**src/rtl/serial_subtractor_if.sv**
```systemverilog
// rtl/serial_subtractor_if.sv - start/busy/done handshake and operand/result bundle for the serial subtractor
interface serial_subtractor_if #(
  parameter int WIDTH = 8
);
  logic             start;
  logic [WIDTH-1:0] a;
  logic [WIDTH-1:0] b;
  logic             busy;
  logic             done;
  logic [WIDTH-1:0] diff;
  logic             borrow_out;

  modport master (
    output start, a, b,
    input  busy, done, diff, borrow_out
  );

  modport slave (
    input  start, a, b,
    output busy, done, diff, borrow_out
  );
endinterface

```
**src/rtl/serial_subtractor.sv**
```systemverilog
// rtl/serial_subtractor.sv - bit-serial a-b, one full-subtractor cell per clock, LSB first
module serial_subtractor #(
  parameter int WIDTH = 8
) (
  input  logic                clk,
  input  logic                rst,
  serial_subtractor_if.slave  bus
);
  localparam int CNT_W = $clog2(WIDTH + 1);
  localparam logic [CNT_W-1:0] LAST = CNT_W'(WIDTH - 1);

  typedef enum logic [1:0] {
    IDLE  = 2'd0,
    SHIFT = 2'd1,
    DONE  = 2'd2
  } state_t;

  state_t           state;
  logic [WIDTH-1:0] a_sh;
  logic [WIDTH-1:0] b_sh;
  logic [WIDTH-1:0] r_sh;
  logic             bin;
  logic [CNT_W-1:0] cnt;
  logic [WIDTH-1:0] diff_q;
  logic             borrow_q;

  logic d;
  logic bout;

  // Full-subtractor cell on the current LSBs and the registered borrow
  always_comb begin
    d    = a_sh[0] ^ b_sh[0] ^ bin;
    bout = (~a_sh[0] & b_sh[0]) | (~(a_sh[0] ^ b_sh[0]) & bin);
  end

  // Sequencer: capture operands, shift one bit per edge, publish result on the last bit
  always_ff @(posedge clk or posedge rst) begin
    if (rst) begin
      state    <= IDLE;
      a_sh     <= '0;
      b_sh     <= '0;
      r_sh     <= '0;
      bin      <= 1'b0;
      cnt      <= '0;
      diff_q   <= '0;
      borrow_q <= 1'b0;
    end else begin
      case (state)
        IDLE, DONE: begin
          if (bus.start) begin
            a_sh  <= bus.a;
            b_sh  <= bus.b;
            bin   <= 1'b0;
            cnt   <= '0;
            state <= SHIFT;
          end else begin
            state <= IDLE;
          end
        end
        SHIFT: begin
          r_sh <= {d, r_sh[WIDTH-1:1]};
          a_sh <= a_sh >> 1;
          b_sh <= b_sh >> 1;
          bin  <= bout;
          cnt  <= cnt + CNT_W'(1);
          if (cnt == LAST) begin
            diff_q   <= {d, r_sh[WIDTH-1:1]};
            borrow_q <= bout;
            state    <= DONE;
          end
        end
        default: state <= IDLE;
      endcase
    end
  end

  // Status flags come straight from the registered state; results from their holding registers
  assign bus.busy       = (state == SHIFT);
  assign bus.done       = (state == DONE);
  assign bus.diff       = diff_q;
  assign bus.borrow_out = borrow_q;
endmodule

```
**src/flat_wrapper.sv**
```systemverilog
// flat-port wrapper written by rule: the top's interface ports become plain ports
module serial_subtractor_flat 
#(
  parameter int WIDTH = 8
)
  (clk, rst, bus_start, bus_a, bus_b, bus_busy, bus_done, bus_diff, bus_borrow_out);
  serial_subtractor_if #(.WIDTH(WIDTH)) bus_i ();
  input  logic clk;
  input  logic rst;
  input wire logic [$bits(bus_i.start)-1:0] bus_start;
  input wire logic [$bits(bus_i.a)-1:0] bus_a;
  input wire logic [$bits(bus_i.b)-1:0] bus_b;
  output wire logic [$bits(bus_i.busy)-1:0] bus_busy;
  output wire logic [$bits(bus_i.done)-1:0] bus_done;
  output wire logic [$bits(bus_i.diff)-1:0] bus_diff;
  output wire logic [$bits(bus_i.borrow_out)-1:0] bus_borrow_out;
  assign bus_i.start = bus_start;
  assign bus_i.a = bus_a;
  assign bus_i.b = bus_b;
  assign bus_busy = bus_i.busy;
  assign bus_done = bus_i.done;
  assign bus_diff = bus_i.diff;
  assign bus_borrow_out = bus_i.borrow_out;
  serial_subtractor #(.WIDTH(WIDTH)) u_core (.clk(clk), .rst(rst), .bus(bus_i));
endmodule
```
**config.mk**
```make
export PLATFORM = sky130hd
export DESIGN_NAME = serial_subtractor_flat
export DESIGN_NICKNAME = d
export VERILOG_FILES = /design/src/rtl/serial_subtractor_if.sv /design/src/rtl/serial_subtractor.sv /design/src/flat_wrapper.sv
export SDC_FILE = /design/constraint.sdc
export NUM_CORES = 1
export LEC_CHECK = 0
export CORE_MARGIN = 8
export CORE_UTILIZATION = 50
export DETAILED_ROUTE_END_ITERATION = 16
export PLACE_DENSITY_LB_ADDON = 0.1
export SLEW_MARGIN = 25
export SYNTH_ARGS = -nofsm -noshare
export SYNTH_HDL_FRONTEND = slang
export SYNTH_SLANG_ARGS = --single-unit
```
**constraint.sdc**
```tcl
create_clock -name clk -period 2 [get_ports clk]
set_clock_uncertainty 0.2 [all_clocks]
set_input_delay 0.6 -clock clk [delete_from_list [all_inputs] [get_ports clk]]
set_output_delay 0.6 -clock clk [all_outputs]
set_load 0.05 [all_outputs]
```
==> results.md <==
* Grt met1 use at 17.3%
* Die height at 73.2 um
* CP startpoint kind: register
* Slowest cell on the critical path: dfrtp_1
* Worst Path Max Fanout at 4
* Setup CP Type: register to output pin
* Pin count of the biggest net entering global routing at 40
* Post-layout util at 71.7%
* Syn avg cell area at 12.3 um2
* Worst r2r src: u_core.cnt[0]
* P&R area growth vs syn at 35.1%
* RSZ-0062 raised after global routing: no
* Hpwl dp at 2440 um
* Synth Cell Area at 1630 um2
* Simple-Gate Fraction of Synth Area at 11.6%
* Cell Rows at 20
* Max Cap Viol at 0
* Seq cells post-synth at 39
* Register-to-register setup slack at 220 ps
* Compound-cell area share of the yosys netlist at 11.3%
* Ys Warns at 0
* Busiest grt layer: met2
* Fmax at 518 MHz
* Syn Inst Count at 133
* Total negative slack at 0 ps
* Synth Area in Adders at 1.99%
* Clock latency on the worst-skew pair at 340 ps
* # H-tree levels at 2
* CTS Buf Count at 5
* Syn_nets at 154
* Async SR Flop Fraction at 100%
* Pleak at 0.990 nW
* Met3 usage at 6.18%
* Worst Hold Path Cells at 1
* Clock transition at path regs at 110 ps
* Top cells by area, synth: dfrtp_1 (60%), mux2_2 (9.6%), a22oi_1 (6.0%), nand3_1 (4.6%), nand2_1 (3.4%)
* Die Span X at 73.2 um
* Met2 Use GR at 22.8%
* First-pass GRT wire length at 5900 um
* Run status: finished clean
* Worst slew margin at 80.5%
* Worst Min Path Start: u_core.bin
* FF-to-FF path depth at 4
* Drt pass-1 iters at 4
* CP Capture Type: output pin
* Crit share post-route at 96.5%
* Crit path DAT at 1130 ps
* Peak supply drop at 1.04 mV
* Worst-Margin Slew at 292 ps
* Synth area leader: dfrtp_1
* Post-route ant nets at 0
* RD Place Congestion at 0.742
* ANT cells at 0
* Max clock buf depth at 2
* Setup ws final at 69.9 ps
* Initial core utilization at 53.1%
* Hold Path Class: register to register
* Share of the synthesized area in the top cell type at 59.7%
* Drt wl/cell at 16.0 um
* Seq/Total Area, Yosys at 59.7%
* Share of cells above drive strength 1 at 27.1%
* FILL cells at 236
* Overall routed net length at 3420 um
* Synth Area in XOR/XNOR at 0%
* Fin nets at 190
* GRT Util Overall at 14.3%
* Port-buffer cells at 29
* Multiplexer share of the synthesized area at 10.9%
* Largest family of logic cells by synthesized area: simple AND/OR/NAND/NOR gates
* IO Pins at 30
* Vias in the first global route at 1,238
* Critical Path Max Stage Delay at 400 ps
* EDFF count, synth at 0
* Die area at 5350 um2
* Hold endpoint: u_core.bin
* Detailed-route DRC error count at 0
* TritonCTS clock tree: done
* CTS sink cnt at 39
* Commonest cells after routing, fill and taps aside: dfrtp_1 (38), clkdlybuf4s50_1 (18), nand3_1 (15), nand2_1 (15), mux2_2 (14)
* # setup viols final at 0
* Via count at 1,167
* Data required, critical path at 1200 ps
* Crit path time final at 1930 ps
* Vias per Instance at 5.45
* Total grt overflow at 0
* Initial drt markers at 53
* Crit-path cells: nand2b_4 > inv_4 > buf_12
* Slew Viols, Final at 0
* PD cells at 1750 nW/um2
* Final Hold Viols at 0
* Most common cell after layout, fill and taps aside: dfrtp_1
* Setup slack at placement at -14.5 ps
* Root Buffer: clkbuf_4
* Antenna violations before repair at 0
* RR Endpoint: u_core.bus.diff[7]
* Hold WS at 304 ps
* Predominant post-synthesis flop cell: dfrtp_1
* Distinct cells, synth at 26
* CORE AREA at 3080 um2
[cells in the mapped netlist (3+ instances only)]
library cell	n
nor2b_1	3
nand2_1	15
a22o_1	4
inv_1	3
nand3_1	15
dfrtp_1	39
a22oi_1	13
mux2_2	14
buf_2	5
[stage by stage]
stage	cells	cell area [um2]	power, mW
finish	214	2210	3.86
global route	214	2210	4.11
CTS	214	2200	3.88
detailed placement	205	2120	3.39
global placement	205	2120	3.31
floorplan	133	1630	2.59
[flip-flops by register name (all words and copies together) (netlist names)]
signal / count
u_core.b_sh: 8
u_core.r_sh: 7
u_core.state: 2
u_core.a_sh: 8
u_core.cnt: 4
u_core.bin: 1
u_core.bus.diff: 8
u_core.bus.borrow_out: 1
[worst max-delay path, delay by kind of cell (launching register included)]
family        cells  cell delay [ps]
flops             1              400
buf+inv           2              210
simple gates      1              180
[layout make-up]
| cell class | instances | area (um2) | share of cell area [%] |
|---|---|---|---|
| flip-flops and latches | 39 | 977 | 44.3 |
| multi-input cells | 81 | 596 | 27.0 |
| well taps | 44 | 55.1 | 2.49 |
| repair buffers | 38 | 493 | 22.3 |
| clock buffers | 8 | 68.8 | 3.12 |
| inverters | 4 | 17.5 | 0.794 |
[power by group]
part / internal, mW / switching (mW) / total (mW)
sequential: 1.17 / 0.291 / 1.46
combinational: 0.972 / 0.974 / 1.95
clock: 0.207 / 0.246 / 0.453
[worst max-delay path by stage]
stage,startpoint,to,slack (ps)
after floorplan,u_core.state[0],bus_done,120
after global placement,bus_start,u_core.a_sh[5],-7
after detailed placement,bus_start,u_core.a_sh[5],-10
after CTS,u_core.state[1],bus_busy,-30
after global routing,u_core.state[1],bus_busy,10
final,u_core.state[1],bus_busy,70
[cell families after synthesis]
group | after synthesis
AO/OA/AOI/OAI | 24
adder cells (fa/ha/maj) | 2
buffers and inverters | 13
flip-flops | 39
multiplexers | 16
AND/OR/NAND/NOR | 39
[metal layers]
layer  up-vias  wire, um
met5         -         0
met4         0        25
met3         2       237
met2        39      1720
met1       581      1430
li1        545         -
[repair_timing]
| item | CTS | global route |
|---|---|---|
| endpoints found under the setup margin | 1 | 1 |
| endpoints found under the hold margin | 0 | 0 |
| setup buffers | 1 | 0 |
| hold buffers | 0 | 0 |
| resized for setup | 2 | 2 |
(Power assumes the default switching activity.)
==> RTL change, RTL diff (same flow settings) <==
`WIDTH` is set to 8 in 3 places; all go to 16.
--- a/src/rtl/serial_subtractor_if.sv
+++ b/src/rtl/serial_subtractor_if.sv
@@ -2,3 +2,3 @@
 interface serial_subtractor_if #(
-  parameter int WIDTH = 8
+  parameter int WIDTH = 16
 );
--- a/src/rtl/serial_subtractor.sv
+++ b/src/rtl/serial_subtractor.sv
@@ -2,3 +2,3 @@
 module serial_subtractor #(
-  parameter int WIDTH = 8
+  parameter int WIDTH = 16
 ) (
--- a/src/flat_wrapper.sv
+++ b/src/flat_wrapper.sv
@@ -3,3 +3,3 @@
 #(
-  parameter int WIDTH = 8
+  parameter int WIDTH = 16
 )
Interface: changed (resized bus_a, bus_b and bus_diff); port bits go from 30 to 54. The function was not compared with the original's and may differ.
==> RTL change against the original RTL <==
Combinational power is 75% higher; cell area is 88% higher; power is 85% higher; sequential cell count is 33 higher; wire length is 90% higher; maximum frequency is 2.0% lower; setup slack worse by 0.040 ns; synthesized area is 82% higher; hold slack worse by 0.026 ns; non-clock buffer count is 33 higher; largest power group unchanged.
==> RTL change: results (changes against the original RTL) <==
stage	metric	value	unit	change
pwr	Int Power	4.36	mW	was 2.34 mW
floorplanning	Die X	93.1	um	was 73.2 um
final_layout	sequential cell area share	43.4	%	was 44.3%
synth	Mapped Cells	274		was 133
final_layout	final net count	374		was 190
worst_setup_path	CP max FO	3		was 4
placed_design	placed cell count	393		was 205
placed_design	worst slack, placed	-0.0957	ns	was -0.0145 ns
final_layout	Finished Layout Cells	414		was 214
synth	#FFs+latches synth	72		was 39
final_layout	Multi-In Gates	176		was 81
pwr	Pwr Total	7.15	mW	was 3.86 mW
synth	commonest cells in the netlist	nand2_1, dfrtp_1, nand3_1		was dfrtp_1, nand2_1, nand3_1
worst_setup_path	reg2reg end	u_core.bus.diff[9]$_DFFE_PP0P_		was u_core.bus.diff[7]$_DFFE_PP0P_
min_path	hold path depth	2		was 1
detailed_routing	Vias/cell	5.39		was 5.45
final_layout	NonClk Buf Share	23.0	%	was 22.3%
sta	hold_ws	0.278	ns	was 0.304 ns
global_route	number of global-route vias before repair	2303		was 1238
min_path	hold path startpoint	u_core.r_sh[1]$_DFFE_PP0P_		was u_core.bin$_DFFE_PP0P_
worst_setup_path	reg2reg path depth	7		was 4
detailed_routing	final wirelength	6500	um	was 3420 um
pwr	PwrDens	1720	mW/mm^2	was 1750 mW/mm^2
clocking	register clock-pin slew on the reported worst setup and hold paths	0.07	ns	was 0.11 ns
final_layout	layout cells sized above 1	21.8	%	was 27.1%
final_layout	Clock-cell share	4.22	%	was 3.12%
synth	synth top area cells	dfrtp_1, nand2_1, a22oi_1		was dfrtp_1, mux2_2, a22oi_1
pwr	Clock group	1.06	mW	was 0.453 mW
clocking	total number of H-tree levels	3		was 2
final_layout	Clock buffer cells	10		was 8
placed_design	DP Wirelength	3930	um	was 2440 um
placed_design	Final GP Congestion	0.750		was 0.742
min_path	Endpoint, Worst Hold	u_core.r_sh[1]$_DFFE_PP0P_		was u_core.bin$_DFFE_PP0P_
placed_design	dpl cell area	0.00380	mm^2	was 0.00212 mm^2
placed_design	I/O Buffers	53		was 29
synth	syn_nets	312		was 154
worst_setup_path	worst reg2reg startpoint	u_core.cnt[1]$_DFFE_PP0P_		was u_core.cnt[0]$_DFFE_PP0P_
global_route	global-route wire length before repair	10500	um	was 5900 um
clocking	CTS root buffer	clkbuf_8		was clkbuf_4
pwr	Reg power frac	37.3	%	was 37.8%
detailed_routing	Iter 0 DRT Violations	115		was 53
final_layout	Fillers	421		was 236
global_route	largest net degree at the start of global routing	73		was 40
sta	Slew headroom	65.5	%	was 80.5%
global_route	Total GRT Usage	14.9	%	was 14.3%
clocking	cts bufs inserted	9		was 5
pwr	Max IR drop VDD	0.000896	V	was 0.00104 V
pwr	Static Leak	2.01	nW	was 0.990 nW
final_layout	Multi-input gate area	0.00110	mm^2	was 596 um^2
synth	register area share after synthesis	60.6	%	was 59.7%
final_layout	Buffers excl. clock	71		was 38
status	status	finished, final reports clean		unchanged
worst_setup_path	WP data arrival	1.17	ns	was 1.13 ns
synth	library cells used by synthesis	28		was 26
worst_setup_path	reg-to-reg slack, setup	0.03	ns	was 0.22 ns
## RTL change: cell count changes in the layout (fill, tap and decap cells not counted), moves of 3 or more
cell	before	now
a22oi_1	13	29
buf_12	13	23
buf_4	7	10
clkbuf_4	5	0
clkbuf_8	2	9
clkdlybuf4s50_1	18	34
clkinv_2	0	3
dfrtp_1	38	72
mux2_2	14	7
mux2_4	0	9
nand2_1	15	76
nand3_1	15	30
## RTL change: worst max-delay path by stage
stage,slack (ns),startpoint,to
final,0.03,u_core.state[1]$_DFFE_PP0P_,bus_busy
after global routing,-0.03,u_core.cnt[1]$_DFFE_PP0P_,u_core.bus.diff[8]$_DFFE_PP0P_
after CTS,0.008,u_core.state[1]$_DFFE_PP0P_,bus_busy
after detailed placement,-0.1,bus_start,u_core.b_sh[10]$_DFFE_PP0P_
after global placement,-0.05,bus_start,u_core.a_sh[15]$_DFFE_PP0P_
after floorplan,0.04,u_core.cnt[0]$_DFFE_PP0P_,u_core.bus.diff[10]$_DFFE_PP0P_
## RTL change: timing repair
item                       in CTS  in global routing
setup endpoints to repair       3                 18
setup buffers                   0                  4
pin swaps                       0                  2
hold buffers                    0                  0
cloned                          0                  3
resized for setup               3                 13
## RTL change: logic make-up (layout without fill, tap and decap cells)
family,Yosys count,after routing,share of synthesized area (%)
and+or+nand+nor,116,116,16.7
DFF,72,72,60.6
AOI/OAI and AO/OA,39,39,9.90
adders and majority gates,3,3,1.52
buffers and inverters,26,91,4.50
muxes,18,18,6.74
## RTL change: layer usage
metal	up-vias	GRT usage (%)	share of wire [%]
li1	1067	-	-
met1	1089	17.0	43
met2	66	24.7	50
met3	10	4.33	6.1
met4	0	7.92	1.6
met5	-	0	0
